==> config.mk <==
export PLATFORM = sky130hd
export DESIGN_NAME = ensemble_vote_collector
export DESIGN_NICKNAME = d
export VERILOG_FILES = /design/src/rtl/ensemble_vote_collector_pkg.sv /design/src/rtl/ensemble_vote_collector_ready_edge_capture.sv /design/src/rtl/ensemble_vote_collector.sv
export SDC_FILE = /design/constraint.sdc
export NUM_CORES = 1
export LEC_CHECK = 0
export ABC_AREA = 1
export BUFFER_PORTS_ARGS = -buffer_cell sky130_fd_sc_hd__buf_2
export CORE_MARGIN = 2
export CORE_UTILIZATION = 23
export CTS_BUF_LIST = sky130_fd_sc_hd__clkbuf_16
export DETAILED_ROUTE_END_ITERATION = 8
export GPL_TIMING_DRIVEN = 0
export HOLD_SLACK_MARGIN = 0.12
export SETUP_SLACK_MARGIN = 0.5
export SLEW_MARGIN = 10
export SYNTH_ARGS = -nofsm -noshare
export SYNTH_HDL_FRONTEND = slang
export SYNTH_SLANG_ARGS = --single-unit
==> constraint.sdc <==
create_clock -name clk -period 10.9 [get_ports clk]
set_input_delay 1.635 -clock clk [delete_from_list [all_inputs] [get_ports clk]]
set_output_delay 1.635 -clock clk [all_outputs]
set_load 0.05 [all_outputs]
==> src/rtl/ensemble_vote_collector_pkg.sv <==
`default_nettype none
// ============================================================================
// Module      : ensemble_vote_collector_pkg
// Description : Shared constants, FSM encoding and ID-slice helper for the
//               ensemble majority-vote collector.
// Revision    : 1.0 - initial release
// ============================================================================
package ensemble_vote_collector_pkg;

    localparam int ID_W = 5;
    localparam logic [ID_W-1:0] NO_DECISION = 5'h1F;

    // Upper bound on ensemble size; the helper works on a bus padded to this
    // width so one function serves every legal NUM_NETS.
    localparam int MAX_NETS = 32;

    typedef enum logic [2:0] {
        ST_IDLE    = 3'd0,
        ST_COLLECT = 3'd1,
        ST_TALLY   = 3'd2,
        ST_ARGMAX  = 3'd3,
        ST_DONE    = 3'd4
    } state_t;

    // Extract net k's ID from a packed ID bus (net k at bits [5k+4:5k]).
    function automatic logic [ID_W-1:0] net_id(
        input logic [MAX_NETS*ID_W-1:0] bus,
        input int                       k
    );
        return bus[k*ID_W +: ID_W];
    endfunction

endpackage
`default_nettype wire

==> src/rtl/ensemble_vote_collector_ready_edge_capture.sv <==
`default_nettype none
// ============================================================================
// Module      : ready_edge_capture
// Description : Per-net infer_ready rising-edge detector, winner ID latch,
//               reported flag and sticky overrun flag.
// Revision    : 1.0 - initial release
// ============================================================================
module ready_edge_capture
    import ensemble_vote_collector_pkg::*;
(
    input  logic            clk,
    input  logic            rst,
    input  logic            i_infer_ready,
    input  logic [ID_W-1:0] i_winner_id,
    input  logic            i_clear,
    input  logic            i_capture_en,
    output logic            o_reported,
    output logic            o_capture,
    output logic [ID_W-1:0] o_id,
    output logic            o_overrun
);

    logic            r_ir_d;
    logic            r_reported;
    logic [ID_W-1:0] r_id;
    logic            r_overrun;

    logic            w_edge;
    logic            w_capture;
    logic            w_flag;

    assign w_edge    = i_infer_ready & ~r_ir_d;
    assign w_capture = w_edge & i_capture_en & ~r_reported;
    // Any edge that is not accepted is an overrun, except edges coinciding
    // with the clear pulse, which are silently discarded.
    assign w_flag    = w_edge & ~i_clear & ~w_capture;

    // Edge-detect history, ID latch, reported mask bit and sticky overrun.
    always_ff @(posedge clk or posedge rst) begin
        if (rst) begin
            r_ir_d     <= 1'b0;
            r_reported <= 1'b0;
            r_id       <= '0;
            r_overrun  <= 1'b0;
        end else begin
            r_ir_d <= i_infer_ready;
            if (i_clear) begin
                r_reported <= 1'b0;
                r_overrun  <= 1'b0;
            end else begin
                if (w_capture) begin
                    r_reported <= 1'b1;
                    r_id       <= i_winner_id;
                end
                if (w_flag) begin
                    r_overrun <= 1'b1;
                end
            end
        end
    end

    assign o_reported = r_reported;
    assign o_capture  = w_capture;
    assign o_id       = r_id;
    assign o_overrun  = r_overrun;

endmodule
`default_nettype wire

==> src/rtl/ensemble_vote_collector.sv <==
`default_nettype none
// ============================================================================
// Module      : ensemble_vote_collector
// Description : Collects winner IDs from NUM_NETS ensemble members, tallies
//               them serially and reports the majority class (lowest ID wins
//               ties) with a one-cycle final_valid pulse.
// Revision    : 1.0 - initial release
// ============================================================================
module ensemble_vote_collector
    import ensemble_vote_collector_pkg::*;
#(
    parameter int NUM_NETS    = 20,
    parameter int NUM_CLASSES = 18
) (
    input  logic                     clk,
    input  logic                     rst,
    input  logic                     sample_start,
    input  logic [NUM_NETS*ID_W-1:0] winner_ID_bus,
    input  logic [NUM_NETS-1:0]      infer_ready_bus,
    output logic [ID_W-1:0]          ensemble_ID,
    output logic [ID_W-1:0]          ensemble_votes,
    output logic                     final_valid,
    output logic                     busy,
    output logic                     overrun
);

    localparam int              c_PAD_W       = (MAX_NETS - NUM_NETS) * ID_W;
    localparam logic [ID_W-1:0] c_LAST_NET    = ID_W'(NUM_NETS - 1);
    localparam logic [ID_W-1:0] c_LAST_CLASS  = ID_W'(NUM_CLASSES - 1);
    localparam logic [ID_W-1:0] c_CLASS_LIMIT = ID_W'(NUM_CLASSES);

    state_t                r_state;
    state_t                w_state_next;

    logic [MAX_NETS*ID_W-1:0] w_win_ext;
    logic [NUM_NETS-1:0]   w_reported;
    logic [NUM_NETS-1:0]   w_capture;
    logic [NUM_NETS-1:0]   w_overrun;
    logic [NUM_NETS-1:0]   w_mask_next;
    logic [ID_W-1:0]       w_id [NUM_NETS];
    logic                  w_capture_en;
    logic [ID_W-1:0]       w_tally_id;

    logic [ID_W-1:0]       r_idx;
    logic [ID_W-1:0]       r_cnt [NUM_CLASSES];
    logic [ID_W-1:0]       r_best_id;
    logic [ID_W-1:0]       r_best_cnt;
    logic [ID_W-1:0]       r_ensemble_id;
    logic [ID_W-1:0]       r_ensemble_votes;
    logic                  r_final_valid;

    assign w_win_ext    = {{c_PAD_W{1'b0}}, winner_ID_bus};
    // Reports in the sample_start cycle are discarded by the restart.
    assign w_capture_en = (r_state == ST_COLLECT) && !sample_start;
    // Include this cycle's captures so TALLY starts right after the last one.
    assign w_mask_next  = w_reported | w_capture;

    generate
        for (genvar k = 0; k < NUM_NETS; k++) begin : g_net
            logic [ID_W-1:0] w_win;
            assign w_win = net_id(w_win_ext, k);

            ready_edge_capture u_capture (
                .clk          (clk),
                .rst          (rst),
                .i_infer_ready(infer_ready_bus[k]),
                .i_winner_id  (w_win),
                .i_clear      (sample_start),
                .i_capture_en (w_capture_en),
                .o_reported   (w_reported[k]),
                .o_capture    (w_capture[k]),
                .o_id         (w_id[k]),
                .o_overrun    (w_overrun[k])
            );
        end
    endgenerate

    assign w_tally_id = w_id[r_idx];

    // FSM state register.
    always_ff @(posedge clk or posedge rst) begin
        if (rst) begin
            r_state <= ST_IDLE;
        end else begin
            r_state <= w_state_next;
        end
    end

    // Next-state logic; sample_start restarts collection from any state.
    always_comb begin
        w_state_next = r_state;
        if (sample_start) begin
            w_state_next = ST_COLLECT;
        end else begin
            case (r_state)
                ST_IDLE:    w_state_next = ST_IDLE;
                ST_COLLECT: if (&w_mask_next) w_state_next = ST_TALLY;
                ST_TALLY:   if (r_idx == c_LAST_NET) w_state_next = ST_ARGMAX;
                ST_ARGMAX:  if (r_idx == c_LAST_CLASS) w_state_next = ST_DONE;
                ST_DONE:    w_state_next = ST_IDLE;
                default:    w_state_next = ST_IDLE;
            endcase
        end
    end

    // Serial tally, serial argmax and result registers.
    always_ff @(posedge clk or posedge rst) begin
        if (rst) begin
            r_idx            <= '0;
            r_best_id        <= NO_DECISION;
            r_best_cnt       <= '0;
            r_ensemble_id    <= NO_DECISION;
            r_ensemble_votes <= '0;
            r_final_valid    <= 1'b0;
            for (int c = 0; c < NUM_CLASSES; c++) begin
                r_cnt[c] <= '0;
            end
        end else begin
            r_final_valid <= 1'b0;
            if (sample_start) begin
                r_idx      <= '0;
                r_best_id  <= NO_DECISION;
                r_best_cnt <= '0;
                for (int c = 0; c < NUM_CLASSES; c++) begin
                    r_cnt[c] <= '0;
                end
            end else begin
                case (r_state)
                    ST_COLLECT: begin
                        r_idx <= '0;
                    end
                    ST_TALLY: begin
                        // Out-of-range IDs are discarded votes.
                        if (w_tally_id < c_CLASS_LIMIT) begin
                            r_cnt[w_tally_id] <= r_cnt[w_tally_id] + 5'd1;
                        end
                        r_idx <= (r_idx == c_LAST_NET) ? '0 : r_idx + 5'd1;
                    end
                    ST_ARGMAX: begin
                        // Strictly greater keeps the lowest class on ties and
                        // leaves NO_DECISION when every count is zero.
                        if (r_cnt[r_idx] > r_best_cnt) begin
                            r_best_id  <= r_idx;
                            r_best_cnt <= r_cnt[r_idx];
                        end
                        r_idx <= r_idx + 5'd1;
                    end
                    ST_DONE: begin
                        r_ensemble_id    <= r_best_id;
                        r_ensemble_votes <= r_best_cnt;
                        r_final_valid    <= 1'b1;
                    end
                    default: begin
                        r_idx <= r_idx;
                    end
                endcase
            end
        end
    end

    assign ensemble_ID    = r_ensemble_id;
    assign ensemble_votes = r_ensemble_votes;
    assign final_valid    = r_final_valid;
    assign busy           = (r_state != ST_IDLE);
    assign overrun        = |w_overrun;

endmodule
`default_nettype wire

==> out/summary.txt, run 1 <==
status: complete, no violations
area leader, netlist: dfrtp_1
first-pass GRT wire length: 76150 µm
chip height: 254.2 µm
cells after synthesis: 1766
Die W: 254.2 µm
DRC: 0
Synth Flop Type: dfrtp_1
IO Count: 136
Final GP Congestion: 0.9556
Worst Path Arrival: 5180 ps
first drt pass iteration count: 6
Worst Tran Pin Value: 1164 ps
Area contributors post-synth: dfrtp_1 (47%), nand2_1 (12%), mux2_2 (6.4%)
fmax: 212.0 MHz
vias in the first global route: 12620
Crit Path Max Fanout: 10
CP startpoint kind: flip-flop
Tot Pwr: 4.518 mW
Worst Clk Skew: 18.79 ps
number of synthesized flops with an enable pin: 0
CTS tree: done
Worst VDD drop: 0.1280 mV
die area: 64620 µm²
dpl ws: 5951 ps
layout cells sized above 1: 18.40%
IO Port Bufs: 135
Finish-stage setup viols: 0
share of the synthesized area in the top cell type: 46.75%
Final ANT Viol Nets: 0
final std cells w/o fill: 2795
period utilization: 43.28%
clock sink count: 279
crit end category: flip-flop
CTS root buf: clkbuf_16
Synth Register Bits: 279
Hold Worst Slack: 481.4 ps
clock buffer depth: 3
Leak: 8.158 nW
Pwr Density: 263.4 nW/µm²
initial antenna violation count: 5
num rows: 91
hold endpoint: r_cnt[63]
CTS resizes: 0
Metal-1 WL: 23070 µm
register area share after synthesis: 48.57%
worst hold start: r_cnt[63]
DP Area: 16190 µm²
Final Hold Vio Count: 0
pin count of the biggest net entering global routing: 107
syn avg cell area: 8.153 µm²
yosys warns: 0
Final Util: 27.74%
Distinct cells, synth: 48
setup TNS: 0 ps
Routed WL: 49980 µm
H-tree Lvls: 1
DR top layer: met5
hold depth: 2
worst min-delay path category: flip-flop to flip-flop
clk_lat worst skew: 570 ps
RR Endpoint: r_cnt[4]
Final min period: 4718 ps
GRT Util Overall: 15.49%
routed vias/inst: 4.583
core box area: 61830 µm²
RSZ-0062 raised after global routing: false
post-CTS setup repair buffer count: 0
fin. max-slew vios: 0
R2R setup slack: 6180 ps
Max Cap Violations: 0
Syn-to-layout area delta: 19.12%
start point of the critical path: r_idx[0]
detailed-routed wire length on met2: 21540 µm
Post-Syn Area: 14400 µm²
Post-synth ARST share: 100.0%
hpwl dp: 36700 µm
DR iter-0 viols: 1117
dpl cells: 2740
DR vias: 12809
final worst setup slack: 6182 ps
met3 wire len: 3545 µm
Crit Path Category: flip-flop to flip-flop
most frequent cells in the layout: nand2_1 (443), dfrtp_1 (269), inv_1 (197), nor2_1 (182), o21ai_0 (155)
Reg2Reg Launch Point: r_idx[0]
grt ovf: 0
CTS Hold Bufs: 0
starting density of the core: 23.29%
Design Area, Final: 17150 µm²
WP data required: 11360 ps
normalized max-slew margin: 21.40%
per-cell routed wire length: 17.88 µm
Synth Net Count: 1897
commonest non-fill, non-tap cell in the layout: nand2_1
nets: 2067
Clk pin slew, worst setup/hold paths: 60 ps
Reg2Reg Depth: 22
CTS Buf Count: 31
## cell usage after synthesis, drive strengths merged, types with 2 or more instances
| library cell | instances |
|---|---|
| nand3 | 117 |
| mux2 | 82 |
| nor2 | 193 |
| o221ai | 2 |
| dfrtp | 269 |
| a21oi | 76 |
| ha | 8 |
| nor4 | 3 |
| o21ai | 206 |
| a22oi | 5 |
| dfstp | 10 |
| o22ai | 14 |
| nand4 | 10 |
| nand3b | 15 |
| nand2 | 457 |
| buf | 47 |
| inv | 200 |
| mux2i | 3 |
| o41ai | 2 |
| o211ai | 11 |
| xor2 | 2 |
| clkbuf | 25 |
| nor3 | 3 |
## worst max-delay path: stages, from the launching register on
cell	delay, ps
dfrtp_1	390
buf_6	160
buf_2	270
buf_2	340
nor2_1	90
o22ai_1	430
nand2_1	150
inv_1	100
a21oi_2	50
nor2_1	220
nand2_2	180
a21oi_1	190
nor2_1	100
nand2_2	120
buf_2	310
buf_4	310
ha_1	220
inv_1	120
nor3_2	260
nand3_4	210
buf_6	220
nand3_1	100
nand2_1	50
## cells by family after synthesis
logic type / count (synthesis) / synth area share, %
AND/OR/NAND/NOR: 798 / 23.73
AO/OA/AOI/OAI: 321 / 11.89
flip-flops: 279 / 48.57
buffers and inverters: 273 / 8.238
multiplexers: 85 / 6.622
adder cells (fa/ha/maj): 8 / 0.6952
XOR/XNOR: 2 / 0.2520
## report_power, final
| group | internal, mW | switching, mW | leakage, nW |
|---|---|---|---|
| clock network | 0.581 | 0.430 | 0.504 |
| registers | 1.29 | 0.120 | 3.57 |
| logic | 0.651 | 1.44 | 4.08 |
## worst max-delay path by stage
| stage | to | slack [ps] | depth (start not counted) |
|---|---|---|---|
| floorplan | ensemble_votes[0] | 1590 | 1 |
| global placement | g_net[19].u_capture.o_id[2] | -1880 | 2 |
| detailed placement | r_state[0] | 5950 | 8 |
| CTS | r_cnt[49] | 6200 | 22 |
| global route | r_cnt[14] | 5850 | 22 |
| finish | r_cnt[4] | 6180 | 22 |
## sequential cells by signal (all words and copies together), names as in the netlist
register,count
g_net.u_capture.o_id,100
g_net.u_capture.o_overrun,20
r_best_cnt,5
r_idx,5
g_net.u_capture.o_reported,20
g_net.u_capture.r_ir_d,20
final_valid,1
r_best_id,5
ensemble_ID,5
r_state,3
r_cnt,90
ensemble_votes,5
## layout make-up
class                           count  area (µm²)
Inverter                          201       764.5
Tap cell                          837        1047
Fill cell                        6664       44670
Multi-Input combinational cell   1214        6223
Clock inverter                     22       181.4
Timing Repair Buffer              137       730.7
Sequential cell                   279        6994
Clock buffer                       31       775.7
Antenna cell                        2       5.005
Buffer                             72       429.2
## per-layer routing
metal | up-vias | track usage, %
li1 | 6073 | -
met1 | 6148 | 21.76
met2 | 486 | 23.71
met3 | 100 | 2.735
met4 | 2 | 5.782
met5 | - | 0
Note: power is estimated with default switching activity, not from simulation.
==> run 2, diff against run 1 <==
==> constraint.sdc (replaced) <==
create_clock -name clk -period 4.4 [get_ports clk]
set_input_delay 0.66 -clock clk [delete_from_list [all_inputs] [get_ports clk]]
set_output_delay 0.66 -clock clk [all_outputs]
set_load 0.05 [all_outputs]
==> run 2 against run 1 <==
Effect of this change: clock skew shrank 2.3 ps; via count increased by 1.9%; critical path depth down 1; final cell count increased by 0.97%; critical endpoint is now r_cnt[16]; highest routed layer unchanged.
==> out/summary.txt, run 2 (synthesized netlist as in run 1, its figures left out) <==
grt ovf: 0 (unchanged)
Die W: 254.2 µm (unchanged)
RR Endpoint: r_cnt[16] (was r_cnt[4])
nets: 2087 (was 2067)
# fillers: 6653 (was 6664)
CP startpoint kind: flip-flop (unchanged)
first drt pass iteration count: 9 (was 6)
routed vias/inst: 4.624 (was 4.583)
WP data required: 4840 ps (was 11360 ps)
IO Count: 136 (unchanged)
clock buffer depth: 3 (unchanged)
Clk pin slew, worst setup/hold paths: 60 ps (about the same)
dpl ws: -95.78 ps (was 5951 ps)
worst min-delay path category: input pin to flip-flop (was flip-flop to flip-flop)
fmax: 266.0 MHz (was 212.0 MHz)
Syn-to-layout area delta: 22.46% (was 19.12%)
worst hold start: infer_ready_bus[6] (was r_cnt[63])
layout cells sized above 1: 20.52% (was 18.40%)
Design Area, Final: 17630 µm² (was 17150 µm²)
most frequent cells in the layout: nand2_1 (440), dfrtp_1 (269), inv_1 (195), nor2_1 (180), o21ai_0 (152) (was nand2_1 (443), dfrtp_1 (269), inv_1 (197), nor2_1 (182), o21ai_0 (155))
num rows: 91 (unchanged)
CTS Buf Count: 34 (was 31)
DR vias: 13049 (was 12809)
hold depth: 1 (was 2)
Leak: 8.389 nW (was 8.158 nW)
first-pass GRT wire length: 75130 µm (was 76150 µm)
final worst setup slack: 639.9 ps (was 6182 ps)
CTS tree: done (unchanged)
fin. max-slew vios: 0 (unchanged)
per-cell routed wire length: 17.72 µm (was 17.88 µm)
clk_lat worst skew: 530 ps (was 570 ps)
Reg2Reg Depth: 21 (was 22)
Crit Path Category: flip-flop to flip-flop (unchanged)
clock sink count: 279 (unchanged)
hold endpoint: g_net[6].u_capture.r_ir_d (was r_cnt[63])
crit end category: flip-flop (unchanged)
Pwr Density: 655.6 nW/µm² (was 263.4 nW/µm²)
chip height: 254.2 µm (unchanged)
CTS root buf: clkbuf_16 (unchanged)
Crit Path Max Fanout: 10 (unchanged)
CTS Hold Bufs: 0 (unchanged)
normalized max-slew margin: 24.92% (was 21.40%)
Final Hold Vio Count: 0 (unchanged)
Reg2Reg Launch Point: r_idx[0] (unchanged)
R2R setup slack: 640 ps (was 6180 ps)
Final min period: 3760 ps (was 4718 ps)
multi-input combinational cell area: 6335 µm² (was 6223 µm²)
Finish-stage setup viols: 0 (unchanged)
IO Port Bufs: 135 (unchanged)
Worst VDD drop: 0.4370 mV (was 0.1280 mV)
DP Area: 16290 µm² (was 16190 µm²)
DR iter-0 viols: 1364 (was 1117)
commonest non-fill, non-tap cell in the layout: nand2_1 (unchanged)
GRT Util Overall: 15.39% (was 15.49%)
sequential cell area: 6994 µm² (unchanged)
starting density of the core: 23.29% (unchanged)
hpwl dp: 36890 µm (was 36700 µm)
Worst Path Arrival: 4200 ps (was 5180 ps)
pin count of the biggest net entering global routing: 37 (was 107)
DRC: 0 (unchanged)
core box area: 61830 µm² (unchanged)
period utilization: 85.46% (was 43.28%)
Worst Clk Skew: 16.53 ps (was 18.79 ps)
status: complete, no violations (unchanged)
H-tree Lvls: 2 (was 1)
die area: 64620 µm² (unchanged)
initial antenna violation count: 16 (was 5)
Max Cap Violations: 0 (unchanged)
Final ANT Viol Nets: 0 (unchanged)
Routed WL: 49990 µm (was 49980 µm)
Final GP Congestion: 1.007 (was 0.9556)
RSZ-0062 raised after global routing: false (unchanged)
Worst Tran Pin Value: 1126 ps (was 1164 ps)
vias in the first global route: 12310 (was 12620)
max FFs per register: 100 (unchanged)
==> run 2: worst max-delay path by stage <==
stage	depth (start not counted)	to	start
floorplan	1	ensemble_votes[0]	rst
global route	22	r_cnt[82]	r_idx[0]
detailed placement	22	r_cnt[4]	r_idx[2]
CTS	28	r_cnt[4]	r_idx[1]
finish	21	r_cnt[16]	r_idx[0]
global placement	2	g_net[16].u_capture.o_id[2]	rst
==> run 2: cell type report <==
cell class | count | share of cell area [%]
flip-flops and latches | 279 | 39.67
clock inverters | 24 | 0.8657
well taps | 837 | 5.939
clock buffers | 35 | 4.967
inverters | 201 | 4.314
diodes | 6 | 0.08515
multi-input cells | 1215 | 35.93
plain buffers | 72 | 3.072
repair buffers | 153 | 5.166
==> run 2: routing by layer <==
layer  global-route usage (%)  vias up  routed length [µm]
li1                         -     6132                   -
met1                    21.43     6252               22210
met2                    23.40      524               21670
met3                    3.246      125                4296
met4                    5.731       16                1725
met5                        0        -                  95
==> run 2: what timing repair did <==
action,in CTS,in global routing
resized for setup,34,48
setup endpoints to repair,65,59
pin swaps,5,6
cloned,0,1
setup buffers,8,2
==> run 2: where the power goes <==
group | total (mW) | switching, mW | internal [mW]
logic | 5.45 | 3.65 | 1.80
registers | 3.49 | 0.293 | 3.20
clock network | 2.62 | 1.12 | 1.50
==> run 2: worst max-delay path, stage by stage (launching register included) <==
cell and delay [ps]:
dfrtp_1 420, buf_6 160, inv_2 80, buf_4 210, nor2_1 60, o211ai_1 310
nand3_1 150, nand2_2 150, nand2_1 70, o21ai_2 140, buf_6 210, nor2_4 90
nand3_1 90, nand2_1 70, nor2_1 190, nand2_2 110, buf_12 160, buf_12 150
ha_2 340, nand2_2 140, buf_4 240, o21ai_1 160
==> run 2: stage by stage <==
stage | cells | util, % | hold slack (ps) | TNS [ps] | power [mW]
floorplan | 1766 | - | 449.1 | 0 | 6.965
global placement | 2738 | 26.08 | 465.1 | -476130 | 8.544
detailed placement | 2746 | 26.34 | 466.4 | -1127 | 8.573
CTS | 2813 | 28.27 | 228.4 | 0 | 11.40
global route | 2819 | 28.51 | 235.5 | 0 | 12.21
finish | 2822 | 28.52 | 247.0 | 0 | 11.56
